===== src/rtl/scc_core_sequencer_if.sv =====
// Instruction and data memory handshake bundle at the SCC core boundary.
// The sequencer drives requests as master; the memory model/ports are the slave.
interface scc_core_sequencer_if #(
  parameter int ADDR_W = 32,
  parameter int DATA_W = 32
);
  logic [DATA_W-1:0] in_mem;
  logic              in_mem_ready;
  logic [ADDR_W-1:0] in_mem_addr;
  logic              in_mem_en;
  logic [DATA_W-1:0] data_in;
  logic              data_ready;
  logic [ADDR_W-1:0] data_addr;
  logic [DATA_W-1:0] data_out;
  logic              data_read;
  logic              data_write;

  modport master (
    input  in_mem, in_mem_ready, data_in, data_ready,
    output in_mem_addr, in_mem_en, data_addr, data_out, data_read, data_write
  );

  modport slave (
    output in_mem, in_mem_ready, data_in, data_ready,
    input  in_mem_addr, in_mem_en, data_addr, data_out, data_read, data_write
  );
endinterface


===== src/rtl/scc_core_sequencer.sv =====
// Multicycle FETCH/DECODE/EXEC/MEM/WB sequencer owning PC and IR, with
// wait-state tolerant memory handshakes and a per-access bus timeout.
module scc_core_sequencer #(
  parameter int                 ADDR_W   = 32,
  parameter int                 DATA_W   = 32,
  parameter logic [ADDR_W-1:0]  RESET_PC = '0,
  parameter int                 PC_STEP  = 4,
  parameter int                 TIMEOUT  = 255,
  parameter int                 CNT_W    = 16
) (
  input  logic                   clk,
  input  logic                   reset,
  scc_core_sequencer_if.master   mem,
  output logic [DATA_W-1:0]      instruction,
  input  logic                   dec_halt,
  input  logic                   dec_load,
  input  logic                   dec_store,
  input  logic                   dec_wr_en,
  input  logic [ADDR_W-1:0]      exe_addr,
  input  logic [DATA_W-1:0]      exe_data,
  input  logic                   br_taken,
  input  logic [ADDR_W-1:0]      br_target,
  output logic                   reg_write_en,
  output logic [DATA_W-1:0]      load_data,
  output logic                   halted,
  output logic                   fault,
  output logic [CNT_W-1:0]       retired
);
  localparam int WAIT_W = (TIMEOUT < 2) ? 1 : $clog2(TIMEOUT + 1);

  typedef enum logic [2:0] {
    S_IDLE, S_FETCH, S_DECODE, S_EXEC, S_MEM, S_WB, S_HALT, S_FAULT
  } state_e;

  state_e            state_q, state_d;
  logic [ADDR_W-1:0] pc_q, pc_d, addr_q, addr_d, br_target_q, br_target_d;
  logic [DATA_W-1:0] ir_q, ir_d, wdata_q, wdata_d, load_data_q, load_data_d;
  logic [WAIT_W-1:0] wait_q, wait_d;
  logic [CNT_W-1:0]  retired_q, retired_d;
  logic              br_taken_q, br_taken_d, ld_q, ld_d, st_q, st_d, wr_q, wr_d;
  logic              in_mem_en_q, in_mem_en_d, data_read_q, data_read_d;
  logic              data_write_q, data_write_d, reg_write_en_q, reg_write_en_d;
  logic              halted_q, halted_d, fault_q, fault_d;

  always_comb begin
    state_d     = state_q;
    pc_d        = pc_q;
    ir_d        = ir_q;
    addr_d      = addr_q;
    wdata_d     = wdata_q;
    br_taken_d  = br_taken_q;
    br_target_d = br_target_q;
    ld_d        = ld_q;
    st_d        = st_q;
    wr_d        = wr_q;
    load_data_d = load_data_q;
    retired_d   = retired_q;
    wait_d      = wait_q;
    case (state_q)
      S_IDLE: state_d = S_FETCH;
      S_FETCH: begin
        if (mem.in_mem_ready) begin
          ir_d    = mem.in_mem;
          state_d = S_DECODE;
        end else if (wait_q == WAIT_W'(TIMEOUT)) state_d = S_FAULT;
        else wait_d = wait_q + 1'b1;
      end
      S_DECODE: state_d = dec_halt ? S_HALT : S_EXEC;
      S_EXEC: begin
        // Decode flags are captured here so MEM/WB outputs stay pure state decodes.
        addr_d      = exe_addr;
        wdata_d     = exe_data;
        br_taken_d  = br_taken;
        br_target_d = br_target;
        ld_d        = dec_load;
        st_d        = dec_store & ~dec_load;
        wr_d        = dec_wr_en;
        state_d     = (dec_load | dec_store) ? S_MEM : S_WB;
      end
      S_MEM: begin
        if (mem.data_ready) begin
          if (ld_q) load_data_d = mem.data_in;
          state_d = S_WB;
        end else if (wait_q == WAIT_W'(TIMEOUT)) state_d = S_FAULT;
        else wait_d = wait_q + 1'b1;
      end
      S_WB: begin
        pc_d      = br_taken_q ? br_target_q : pc_q + ADDR_W'(PC_STEP);
        retired_d = (&retired_q) ? retired_q : retired_q + 1'b1;
        state_d   = S_FETCH;
      end
      default: state_d = state_q;
    endcase
    if (state_d != state_q) wait_d = '0;

    in_mem_en_d    = (state_d == S_FETCH);
    data_read_d    = (state_d == S_MEM) && ld_d;
    data_write_d   = (state_d == S_MEM) && st_d;
    reg_write_en_d = (state_d == S_WB) && wr_d;
    halted_d       = (state_d == S_HALT);
    fault_d        = (state_d == S_FAULT);
  end

  always_ff @(posedge clk or posedge reset) begin
    if (reset) begin
      state_q        <= S_IDLE;
      pc_q           <= RESET_PC;
      ir_q           <= '0;
      addr_q         <= '0;
      wdata_q        <= '0;
      br_taken_q     <= 1'b0;
      br_target_q    <= '0;
      ld_q           <= 1'b0;
      st_q           <= 1'b0;
      wr_q           <= 1'b0;
      load_data_q    <= '0;
      retired_q      <= '0;
      wait_q         <= '0;
      in_mem_en_q    <= 1'b0;
      data_read_q    <= 1'b0;
      data_write_q   <= 1'b0;
      reg_write_en_q <= 1'b0;
      halted_q       <= 1'b0;
      fault_q        <= 1'b0;
    end else begin
      state_q        <= state_d;
      pc_q           <= pc_d;
      ir_q           <= ir_d;
      addr_q         <= addr_d;
      wdata_q        <= wdata_d;
      br_taken_q     <= br_taken_d;
      br_target_q    <= br_target_d;
      ld_q           <= ld_d;
      st_q           <= st_d;
      wr_q           <= wr_d;
      load_data_q    <= load_data_d;
      retired_q      <= retired_d;
      wait_q         <= wait_d;
      in_mem_en_q    <= in_mem_en_d;
      data_read_q    <= data_read_d;
      data_write_q   <= data_write_d;
      reg_write_en_q <= reg_write_en_d;
      halted_q       <= halted_d;
      fault_q        <= fault_d;
    end
  end

  assign mem.in_mem_addr = pc_q;
  assign mem.in_mem_en   = in_mem_en_q;
  assign mem.data_addr   = addr_q;
  assign mem.data_out    = wdata_q;
  assign mem.data_read   = data_read_q;
  assign mem.data_write  = data_write_q;
  assign instruction     = ir_q;
  assign reg_write_en    = reg_write_en_q;
  assign load_data       = load_data_q;
  assign halted          = halted_q;
  assign fault           = fault_q;
  assign retired         = retired_q;
endmodule


===== src/flat_wrapper.sv =====
// flat-port wrapper written by rule: the top's interface ports become plain ports
module scc_core_sequencer_flat 
#(
  parameter int                 ADDR_W   = 32,
  parameter int                 DATA_W   = 32,
  parameter logic [ADDR_W-1:0]  RESET_PC = '0,
  parameter int                 PC_STEP  = 4,
  parameter int                 TIMEOUT  = 255,
  parameter int                 CNT_W    = 16
)
  (clk, reset, instruction, dec_halt, dec_load, dec_store, dec_wr_en, exe_addr, exe_data, br_taken, br_target, reg_write_en, load_data, halted, fault, retired, mem_in_mem, mem_in_mem_ready, mem_data_in, mem_data_ready, mem_in_mem_addr, mem_in_mem_en, mem_data_addr, mem_data_out, mem_data_read, mem_data_write);
  scc_core_sequencer_if #(.ADDR_W(ADDR_W), .DATA_W(DATA_W)) mem_i ();
  input  logic clk;
  input  logic reset;
  output logic [DATA_W-1:0] instruction;
  input  logic dec_halt;
  input  logic dec_load;
  input  logic dec_store;
  input  logic dec_wr_en;
  input  logic [ADDR_W-1:0] exe_addr;
  input  logic [DATA_W-1:0] exe_data;
  input  logic br_taken;
  input  logic [ADDR_W-1:0] br_target;
  output logic reg_write_en;
  output logic [DATA_W-1:0] load_data;
  output logic halted;
  output logic fault;
  output logic [CNT_W-1:0] retired;
  input wire logic [$bits(mem_i.in_mem)-1:0] mem_in_mem;
  input wire logic [$bits(mem_i.in_mem_ready)-1:0] mem_in_mem_ready;
  input wire logic [$bits(mem_i.data_in)-1:0] mem_data_in;
  input wire logic [$bits(mem_i.data_ready)-1:0] mem_data_ready;
  output wire logic [$bits(mem_i.in_mem_addr)-1:0] mem_in_mem_addr;
  output wire logic [$bits(mem_i.in_mem_en)-1:0] mem_in_mem_en;
  output wire logic [$bits(mem_i.data_addr)-1:0] mem_data_addr;
  output wire logic [$bits(mem_i.data_out)-1:0] mem_data_out;
  output wire logic [$bits(mem_i.data_read)-1:0] mem_data_read;
  output wire logic [$bits(mem_i.data_write)-1:0] mem_data_write;
  assign mem_i.in_mem = mem_in_mem;
  assign mem_i.in_mem_ready = mem_in_mem_ready;
  assign mem_i.data_in = mem_data_in;
  assign mem_i.data_ready = mem_data_ready;
  assign mem_in_mem_addr = mem_i.in_mem_addr;
  assign mem_in_mem_en = mem_i.in_mem_en;
  assign mem_data_addr = mem_i.data_addr;
  assign mem_data_out = mem_i.data_out;
  assign mem_data_read = mem_i.data_read;
  assign mem_data_write = mem_i.data_write;
  scc_core_sequencer #(.ADDR_W(ADDR_W), .DATA_W(DATA_W), .RESET_PC(RESET_PC), .PC_STEP(PC_STEP), .TIMEOUT(TIMEOUT), .CNT_W(CNT_W)) u_core (.clk(clk), .reset(reset), .mem(mem_i), .instruction(instruction), .dec_halt(dec_halt), .dec_load(dec_load), .dec_store(dec_store), .dec_wr_en(dec_wr_en), .exe_addr(exe_addr), .exe_data(exe_data), .br_taken(br_taken), .br_target(br_target), .reg_write_en(reg_write_en), .load_data(load_data), .halted(halted), .fault(fault), .retired(retired));
endmodule

===== config.mk =====
export PLATFORM = sky130hd
export DESIGN_NAME = scc_core_sequencer_flat
export DESIGN_NICKNAME = d
export VERILOG_FILES = /design/src/rtl/scc_core_sequencer_if.sv /design/src/rtl/scc_core_sequencer.sv /design/src/flat_wrapper.sv
export SDC_FILE = /design/constraint.sdc
export NUM_CORES = 1
export LEC_CHECK = 0
export ABC_AREA = 1
export CAP_MARGIN = 20
export CORE_MARGIN = 5
export CORE_UTILIZATION = 49
export DETAILED_ROUTE_END_ITERATION = 6
export PLACE_DENSITY = 0.86
export SYNTH_ARGS = -nofsm -noshare
export SYNTH_HDL_FRONTEND = slang
export SYNTH_SLANG_ARGS = --single-unit

===== constraint.sdc =====
create_clock -name clk -period 12.3 [get_ports clk]
set_clock_uncertainty 0.1 [all_clocks]
set_input_delay 2.46 -clock clk [delete_from_list [all_inputs] [get_ports clk]]
set_output_delay 2.46 -clock clk [all_outputs]
set_load 0.005 [all_outputs]

==> qor.yml <==
status:
  status: "complete, no violations"
cts:
  htreeDepth: 1
  clock-sinks: 229
  clk_pin_slew_worst_paths_ns: 0.06
  post_cts_buffers: 0
  cts_root_buf: "clkbuf_16"
  hold_buffers: 0
  worstSkewPairLatency_ns: 0.50
  cts_resized: 0
  numCtsBuffers: 25
  cts_tree: "done"
  clockBufferDepth: 3
drt:
  vias_per_cell: 5.10
  drtIter0Drc: 605
  drc: 0
  wl_um: 31100
  drtAntennaViolNets: 0
  drt_first_pass_iters: 5
  wire_per_inst_um: 17.0
  vias: 9323
synth:
  ys_seq_area_share_pct: 56.2
  ys_ff_latch: 229
  synthCells: 1202
  synth_area_per_cell_um2: 8.48
  ys.flop_type: "dfrtp_1"
  ys_warn_count: 0
  async_flop_share_pct: 100
  ys_types: 42
  syn_nets: 1374
  synth_edf_count: 0
  syn_area_mm2: 0.0102
cells_and_area:
  final_area_mm2: 0.0147
  n_antenna_cell: 0
  final.fill_count: 1521
  area_growth_pct: 44.1
  drive_gt1_share_pct: 6.29
  nets: 1715
  layout_commonest_cell: "nand2_1"
  final_cell_mix: "554 x nand2_1, 350 x clkdlybuf4s50_1, 229 x dfrtp_1"
timing:
  grt_setup_unrepaired: "false"
  setup-violations-final: 0
  tightestPinTransition_ns: 0.902
  hold_viol: 0
  min_period_ns: 4.35
  maxSlewHeadroom_pct: 39.9
  max_freq_mhz: 230
  setup-tns-final_ns: 0
  fin_crit_sh_pct: 35.4
  maxSlewViolCount: 0
  fin_ws_ns: 7.95
placement:
  gp_congestion: 0.930
  io_buffers: 350
  pre_cts_slack_ns: 7.45
  hpwl_um: 22500
  place_area_mm2: 0.0139
worst_setup_path:
  crit_fanout: 35
  cp-start-kind: "input port"
  cp-end-kind: "flop"
  critPathArrivalTime_ns: 4.64
  worstPathRequired_ns: 12.58
  crit_type: "input port to flop"
  regToRegSetupSlack_ns: 9.34
global_routing:
  first_global_vias: 9531
  grt_first_pass_wirelength_um: 49700
  grt_usage_pct: 25.5
  overflow: 0
  antenna_found_initial: 2
  grt_max_degree: 95
power_and_ir_drop:
  power_switching_uw: 311
  ir_drop_uv: 104
  combinationalPowerShare_pct: 4.4
  pwr-share-clk_pct: 47.5
  power.density_mw_per_mm2: 107
  pwr-share-seq_pct: 48.1
  switching_share_pct: 19.9
  power.internal_mw: 1.26
  p_leak_nw: 6.73
die:
  coreArea_mm2: 0.0204
  die_h_um: 154
  initial_core_util_pct: 50.0
  die_width_um: 154
  io_pins: 351
  dieArea_mm2: 0.0238
  num_rows: 52
job:
  drv_cap: 0
hold_path:
  min_path_type: "flop to flop"
[power by group through the flow]
stage | combinational [mW] | clock, mW | sequential (mW)
global placement | 0.0696 | 0 | 0.767
finish | 0.0694 | 0.744 | 0.753
floorplan | 0.0113 | 0 | 0.767
global route | 0.0755 | 0.788 | 0.753
detailed placement | 0.0701 | 0 | 0.767
CTS | 0.0706 | 0.758 | 0.753
[path summary, 6_finish.rpt]
| check | cells past startpoint | endpoint | startpoint |
|---|---|---|---|
| setup reg to reg | 12 | u_core.wait_q[2] | u_core.state_q[2] |
| min in group asynchronous | 2 | u_core.load_data[16] | reset |
| hold reg to reg | 2 | u_core.br_target_q[9] | u_core.br_target_q[9] |
| hold / removal | 2 | u_core.br_target_q[9] | u_core.br_target_q[9] |
| max in group asynchronous | 3 | u_core.instruction[27] | reset |
| setup / recovery | 7 | u_core.mem.data_read | mem_in_mem_ready |
[state kept, by name, indices dropped and copies added (netlist names)]
register / flops
u_core.br_taken_q: 1
u_core.br_target_q: 32
u_core.fault: 1
u_core.halted: 1
u_core.instruction: 32
u_core.ld_q: 1
u_core.load_data: 32
u_core.mem.data_addr: 32
u_core.mem.data_out: 32
u_core.mem.data_read: 1
u_core.mem.data_write: 1
u_core.mem.in_mem_addr: 32
u_core.mem.in_mem_en: 1
u_core.reg_write_en: 1
u_core.retired: 16
u_core.st_q: 1
u_core.state_q: 3
u_core.wait_q: 8
u_core.wr_q: 1
[cell families after synthesis]
group,synth area share [%]
compound gates,4.75
xor+xnor,1.46
fa+ha+maj,0.368
buf+inv,5.08
flops,56.2
mux,3.54
simple gates,28.6
[synth_stat cells, drive strengths merged (3+ instances only)]
cell type | number | area [um^2]
mux2 | 32 | 360
dfrtp | 229 | 5730
xor2 | 10 | 87.6
o21ai | 40 | 200
clkbuf | 19 | 81.3
xnor2 | 7 | 61.3
a21oi | 13 | 68.8
nor3 | 9 | 45.0
nand4 | 14 | 93.8
nand2 | 554 | 2080
o22ai | 4 | 31.3
buf | 23 | 140
nor2 | 85 | 357
ha | 3 | 37.5
inv | 79 | 297
nand3b | 6 | 45.0
nand3 | 48 | 273
a22oi | 8 | 60.1
o211ai | 6 | 45.0
[critical path, cell delays in order]
cell             delay [ns]
clkdlybuf4s50_1        0.49
nand3_2                0.55
inv_2                  0.70
a21oi_2                0.09
o21a_1                 0.19
nand2_1                0.10
nor2_1                 0.04
[metal layers]
layer,global-route usage (%),routed length (um),vias up
met1,29.5,11500,4423
met2,45.8,15900,340
met4,8.45,1100,4
li1,-,-,4476
met3,7.07,2550,80
met5,0,27,-
[through the flow]
| step | hold WS [ns] | utilization, % | instances | power [mW] |
|---|---|---|---|---|
| 6_report | 0.365 | 72.1 | 1829 | 1.57 |
| 5_1_grt | 0.387 | 72.1 | 1829 | 1.62 |
| 4_1_cts | 0.370 | 72.1 | 1829 | 1.58 |
| 3_5_place_dp | 0.355 | 68.1 | 1786 | 0.837 |
| 3_3_place_gp | 0.351 | 68.1 | 1786 | 0.837 |
| 2_1_floorplan | 0.337 | - | 1202 | 0.779 |
[area by class of cell]
cell class              instances  area, um^2  area share [%]
inverters                      79         304            2.07
well taps                     270         338            2.30
clock buffers                  39         748            5.09
repair buffers                356        3550            24.2
flip-flops and latches        229        5730            39.0
clock inverters                 4        70.1           0.477
multi-input cells             852        3950            26.9
Power figures use the tool's default switching activity.
